File: src/rtl/hilo_muldiv_unit.sv
// Multi-cycle HI/LO engine: signed/unsigned multiply, multiply-accumulate/subtract
// and restoring divide, producing the 2W-bit {HI,LO} write value for EX.
module hilo_muldiv_unit #(
   parameter int DATA_W  = 32,
   parameter int MUL_LAT = 2
) (
   input  logic                  clk,
   input  logic                  rst,
   input  logic                  start_i,
   input  logic [2:0]            op_i,
   input  logic [DATA_W-1:0]     opdata1_i,
   input  logic [DATA_W-1:0]     opdata2_i,
   input  logic [DATA_W-1:0]     hi_i,
   input  logic [DATA_W-1:0]     lo_i,
   input  logic                  annul_i,
   output logic                  stallreq_o,
   output logic                  ready_o,
   output logic [2*DATA_W-1:0]   result_o,
   output logic                  div_zero_o,
   output logic [1:0]            dbg_state_o
);

   localparam logic [1:0] S_IDLE = 2'd0;
   localparam logic [1:0] S_MUL  = 2'd1;
   localparam logic [1:0] S_DIV  = 2'd2;
   localparam logic [1:0] S_DONE = 2'd3;
   localparam int W2    = 2 * DATA_W;
   localparam int CNT_W = $clog2(DATA_W + 1);

   logic [1:0]          state_q, state_d;
   logic [2:0]          op_q, op_d;
   logic [DATA_W-1:0]   a_q, a_d;
   logic [DATA_W-1:0]   b_q, b_d;
   logic [W2-1:0]       acc_q, acc_d;
   logic [DATA_W-1:0]   rem_q, rem_d;
   logic [CNT_W-1:0]    cnt_q, cnt_d;
   logic [W2-1:0]       result_q, result_d;
   logic                dz_q, dz_d;
   logic                qneg_q, qneg_d;
   logic                rneg_q, rneg_d;

   logic                op_is_div, in_sgn, in_neg1, in_neg2;
   logic [DATA_W-1:0]   mag1, mag2;
   logic [W2-1:0]       ext_a, ext_b, prod, mul_res;
   logic [DATA_W:0]     rem_sh, diff;
   logic                ge;
   logic [DATA_W-1:0]   rem_nx, quo_nx, rem_fin, quo_fin;

   // Handshake: EX holds start_i and the operands while stallreq_o is high; the unit
   // drops stallreq_o in DONE and pulses ready_o there, and annul_i cancels any op.
   assign stallreq_o  = start_i & ~annul_i & (state_q != S_DONE);
   assign ready_o     = (state_q == S_DONE) & ~annul_i;
   assign div_zero_o  = ready_o & dz_q;
   assign result_o    = result_q;
   assign dbg_state_o = state_q;

   always_comb begin
      op_is_div = (op_i[2:1] == 2'b01);
      in_sgn    = ~op_i[0];
      in_neg1   = in_sgn & opdata1_i[DATA_W-1];
      in_neg2   = in_sgn & opdata2_i[DATA_W-1];
      mag1      = in_neg1 ? -opdata1_i : opdata1_i;
      mag2      = in_neg2 ? -opdata2_i : opdata2_i;

      // Multiply on extended operands; the low 2W bits are correct for both signednesses.
      ext_a   = op_q[0] ? {{DATA_W{1'b0}}, a_q} : {{DATA_W{a_q[DATA_W-1]}}, a_q};
      ext_b   = op_q[0] ? {{DATA_W{1'b0}}, b_q} : {{DATA_W{b_q[DATA_W-1]}}, b_q};
      prod    = ext_a * ext_b;
      mul_res = op_q[2] ? (op_q[1] ? acc_q - prod : acc_q + prod) : prod;

      // One restoring step: a_q shifts out dividend bits and collects quotient bits.
      rem_sh  = {rem_q, a_q[DATA_W-1]};
      diff    = rem_sh - {1'b0, b_q};
      ge      = ~diff[DATA_W];
      rem_nx  = ge ? diff[DATA_W-1:0] : rem_sh[DATA_W-1:0];
      quo_nx  = {a_q[DATA_W-2:0], ge};
      quo_fin = qneg_q ? -quo_nx : quo_nx;
      rem_fin = rneg_q ? -rem_nx : rem_nx;
   end

   always_comb begin
      state_d  = state_q;
      op_d     = op_q;
      a_d      = a_q;
      b_d      = b_q;
      acc_d    = acc_q;
      rem_d    = rem_q;
      cnt_d    = cnt_q;
      result_d = result_q;
      dz_d     = dz_q;
      qneg_d   = qneg_q;
      rneg_d   = rneg_q;
      case (state_q)
         S_IDLE: begin
            if (start_i && !annul_i) begin
               op_d   = op_i;
               acc_d  = {hi_i, lo_i};
               cnt_d  = '0;
               rem_d  = '0;
               dz_d   = 1'b0;
               qneg_d = in_neg1 ^ in_neg2;
               rneg_d = in_neg1;
               if (!op_is_div) begin
                  a_d     = opdata1_i;
                  b_d     = opdata2_i;
                  state_d = S_MUL;
               end else if (opdata2_i == '0) begin
                  result_d = '0;
                  dz_d     = 1'b1;
                  state_d  = S_DONE;
               end else begin
                  a_d     = mag1;
                  b_d     = mag2;
                  state_d = S_DIV;
               end
            end
         end
         S_MUL: begin
            if (cnt_q == CNT_W'(MUL_LAT - 1)) begin
               result_d = mul_res;
               state_d  = S_DONE;
            end else begin
               cnt_d = cnt_q + 1'b1;
            end
         end
         S_DIV: begin
            rem_d = rem_nx;
            a_d   = quo_nx;
            if (cnt_q == CNT_W'(DATA_W - 1)) begin
               result_d = {rem_fin, quo_fin};
               state_d  = S_DONE;
            end else begin
               cnt_d = cnt_q + 1'b1;
            end
         end
         default: state_d = S_IDLE;
      endcase
      // Flush wins over completion: no result is written on an annulled cycle.
      if (annul_i && state_q != S_IDLE) begin
         state_d  = S_IDLE;
         result_d = result_q;
      end
   end

   always_ff @(posedge clk) begin
      if (!rst) begin
         state_q  <= S_IDLE;
         op_q     <= '0;
         a_q      <= '0;
         b_q      <= '0;
         acc_q    <= '0;
         rem_q    <= '0;
         cnt_q    <= '0;
         result_q <= '0;
         dz_q     <= 1'b0;
         qneg_q   <= 1'b0;
         rneg_q   <= 1'b0;
      end else begin
         state_q  <= state_d;
         op_q     <= op_d;
         a_q      <= a_d;
         b_q      <= b_d;
         acc_q    <= acc_d;
         rem_q    <= rem_d;
         cnt_q    <= cnt_d;
         result_q <= result_d;
         dz_q     <= dz_d;
         qneg_q   <= qneg_d;
         rneg_q   <= rneg_d;
      end
   end

endmodule

File: config.mk
export PLATFORM = sky130hd
export DESIGN_NAME = hilo_muldiv_unit
export DESIGN_NICKNAME = d
export VERILOG_FILES = /design/src/rtl/hilo_muldiv_unit.sv
export SDC_FILE = /design/constraint.sdc
export NUM_CORES = 2
export LEC_CHECK = 0
export BUFFER_PORTS_ARGS = -buffer_cell sky130_fd_sc_hd__buf_2
export CORE_MARGIN = 1.5
export CORE_UTILIZATION = 70
export DETAILED_ROUTE_END_ITERATION = 8
export PLACE_DENSITY_LB_ADDON = 0.05
export SLEW_MARGIN = 20
export SYNTH_ARGS = -nofsm -noshare
export SYNTH_HDL_FRONTEND = slang
export SYNTH_SLANG_ARGS = --single-unit
File: constraint.sdc
create_clock -name clk -period 24 [get_ports clk]
set_input_delay 3.6 -clock clk [delete_from_list [all_inputs] [get_ports clk]]
set_output_delay 3.6 -clock clk [all_outputs]
set_load 0.02 [all_outputs]
==> results.sh <==
export IMPL_power_per_cell_area_nw_per_um2=109
export IMPL_dpl_worst_slack_ns=9.69
export IMPL_yosysWarnings=0
export IMPL_postCtsSetupBuffers=0
export IMPL_start_util=0.710
export IMPL_postSynth_asyncResetShare=0
export IMPL_switchingPower_mw=4.59
export IMPL_drtPass1Iterations=8
export IMPL_crit_path_max_incr_delay_ns=0.88
export IMPL_fin_cells=9104
export IMPL_cts_repair_resized=0
export IMPL_finalHoldViolations=0
export IMPL_drtAntennaViolNets=0
export IMPL_fin_skew_ns=0.0688
export IMPL_synth_area_per_cell_um2=8.59
export IMPL_crit_type="reg2reg"
export IMPL_cp_arrival_ns=15.20
export IMPL_ioPinCount=204
export IMPL_syn_num_nets=9866
export IMPL_grt_pass1_vias=58300
export IMPL_cts_tree="yes"
export IMPL_yosysUniqueCellTypes=106
export IMPL_slowest_stage="dfxtp_2"
export IMPL_slew_viol_final=0
export IMPL_num_vias=56100
export IMPL_ys_seq_area_frac=0.0703
export IMPL_p_seq_frac=0.065
export IMPL_cpMostUsedCell="fa_1"
export IMPL_cts_max_path_buffers=3
export IMPL_postPlaceCellArea_um2=69500
export IMPL_ys_flop_type="dfxtp_1"
export IMPL_grt_max_degree=87
export IMPL_p_leak_nw=35.3
export IMPL_internal_power_mw=3.09
export IMPL_row_count=113
export IMPL_finalWirelength_um=218000
export IMPL_met2_length_um=91600
export IMPL_finalSetupTns_ns=0
export IMPL_fp_dieArea_um2=98700
export IMPL_synth_edff_count=0
export IMPL_syn_inst=7889
export IMPL_die_y_um=314
export IMPL_finalCriticalPeriod_ns=14.73
export IMPL_mostFrequentLayoutCells="inv_1 (1,636), fa_1 (1,435), nand2_1 (927)"
export IMPL_hold_path_class="reg2reg"
export IMPL_postCtsHoldBufs=0
export IMPL_clockPowerShare=0.068
export IMPL_cts_sinks=238
export IMPL_path_clk_slew_ns=0.07
export IMPL_dpl_hpwl_um=176000
export IMPL_core_area_um2=95400
export IMPL_cp_required_ns=24.47
export IMPL_setup_viol=0
export IMPL_setup_ws_ns=9.27
export IMPL_cts_made_buffers=29
export IMPL_relSlewSlack=0.247
export IMPL_drive_above_1_share=0.0547
export IMPL_place_congestion=1.08
export IMPL_highest_layer="met5"
export IMPL_drt_iter0_markers=6038
export IMPL_fmax_mhz=67.9
export IMPL_crit_fanout=28
export IMPL_grt_overflow=0
export IMPL_antenna_found_initial=22
export IMPL_layout_commonest_cell="inv_1"
export IMPL_worst_setup_path_end_kind="flop"
export IMPL_placedCellCount=9037
export IMPL_syn2layout_area_growth_pct=4.28
export IMPL_grt_pass1_wl_um=339000
export IMPL_port_buffers=203
export IMPL_wl_met3_um=31800
export IMPL_track_usage=0.456
export IMPL_postLayoutCellArea_um2=70700
export IMPL_grt_setup_unrepaired="false"
export IMPL_remaining_drc_errors=0
export IMPL_cap_violations=0
export IMPL_worstMarginPinSlew_ns=1.13
export IMPL_ir_drop_v=0.000237
export IMPL_die_w_um=314
export IMPL_switching_share=0.597
export IMPL_insertion_delay_ns=0.64
export IMPL_outcome="completed"
export IMPL_post_route_period_util=0.614
export IMPL_final_nets=9781
export IMPL_cts_root_buf="clkbuf_16"
export IMPL_synth_seq_cells=238
export IMPL_cts_htree_levels=1
export IMPL_wl_met1_um=81700
export IMPL_startpoint_type="flop"
export IMPL_pwr_share_comb=0.867
export IMPL_synth_area_um2=67800
export IMPL_wl_per_cell_um=23.9
export IMPL_viasPerCell=6.16
[cells by family after synthesis]
| family | count (synthesis) | share of synthesized area |
|---|---|---|
| adders and majority gates | 1843 | 0.499 |
| muxes | 49 | 0.00738 |
| AOI/OAI and AO/OA | 1085 | 0.104 |
| DFF | 238 | 0.0703 |
| buffers and inverters | 2047 | 0.114 |
| and+or+nand+nor | 2267 | 0.159 |
| xor gates and xnor gates | 360 | 0.0465 |
[critical path: cells and delay by family (launching register included)]
family | cells | cell delay, ns
adder cells (fa/ha/maj) | 12 | 6.30
AND/OR/NAND/NOR | 12 | 3.09
AO/OA/AOI/OAI | 11 | 2.13
buffers and inverters | 7 | 1.38
flip-flops | 1 | 0.88
XOR/XNOR | 4 | 0.75
[synth_stat cells, types with 12 or more instances]
master    instances  share of area
a21boi_0         36         0.0040
nand2b_1         22         0.0020
o21bai_1         25         0.0028
and2_1          521          0.048
o211ai_1         20         0.0022
nor3_1           84         0.0062
nand4_1          29         0.0027
o21ai_0         171          0.013
mux2i_1          41         0.0061
fa_1           1435           0.42
xnor2_1         230          0.030
or4_1            18         0.0020
o21ai_1          12        0.00089
o31ai_1          26         0.0029
xor2_1          130          0.017
or3_1            38         0.0035
a21o_1           85         0.0094
inv_1          1637          0.091
a21oi_1         394          0.029
o21a_1           25         0.0028
nor2b_1          26         0.0024
buf_2            14         0.0010
nor4_1           28         0.0026
o211a_1          20         0.0030
nor2_1          429          0.024
o221ai_1         12         0.0016
a31oi_1          41         0.0038
nand2_1         927          0.051
dfxtp_1         238          0.070
ha_1            407          0.075
a22oi_1          47         0.0052
a211o_1          12         0.0016
nand3_1          51         0.0038
clkbuf_1        345          0.019
buf_1            44         0.0024
a211oi_1         33         0.0037
a221oi_1         15         0.0019
and3_1           28         0.0026
[cell type report]
cell class	count	area, µm²
multi-input combinational	5604	55400
fill	7200	24700
clock inverter	21	337
timing repair buffer	290	1690
sequential	238	4780
antenna	13	32.5
clock buffer	32	757
inverter	1641	6160
tap	1265	1580
[layer usage]
metal	track usage	vias to the layer above
li1	-	24100
met1	0.607	27500
met2	0.669	3778
met3	0.165	706
met4	0.208	20
met5	0	-
[state kept, by name, indices dropped and copies added (netlist names), 2 cells and up]
name,count
acc_q,64
a_q,32
rem_q,32
op_q,3
result_o,64
b_q,32
dbg_state_o,2
cnt_q,6
[power by group through the flow]
stage | clock network [mW] | logic, mW | registers [mW]
after floorplan | 0 | 4.56 | 0.461
after global placement | 0 | 6.27 | 0.504
after detailed placement | 0 | 6.33 | 0.507
after CTS | 0.520 | 6.44 | 0.499
after global routing | 0.533 | 7.23 | 0.505
final | 0.520 | 6.66 | 0.503
[through the flow]
stage | total power [mW] | hold WS, ns | utilization
6_report | 7.68 | 0.455 | 0.741
5_1_grt | 8.27 | 0.474 | 0.741
4_1_cts | 7.46 | 0.457 | 0.740
3_5_place_dp | 6.84 | 0.443 | 0.729
3_3_place_gp | 6.77 | 0.436 | 0.729
2_1_floorplan | 5.02 | 0.436 | -
[worst paths after layout]
kind	startpoint	endpoint	slack [ns]	cells past startpoint
max	a_q[31]	result_o[63]	9.27	46
min	op_q[1]	op_q[1]	0.45	2
max reg2reg	a_q[31]	result_o[63]	9.27	46
min reg2reg	op_q[1]	op_q[1]	0.45	2
No activity file was read; power rests on OpenSTA's default activity.
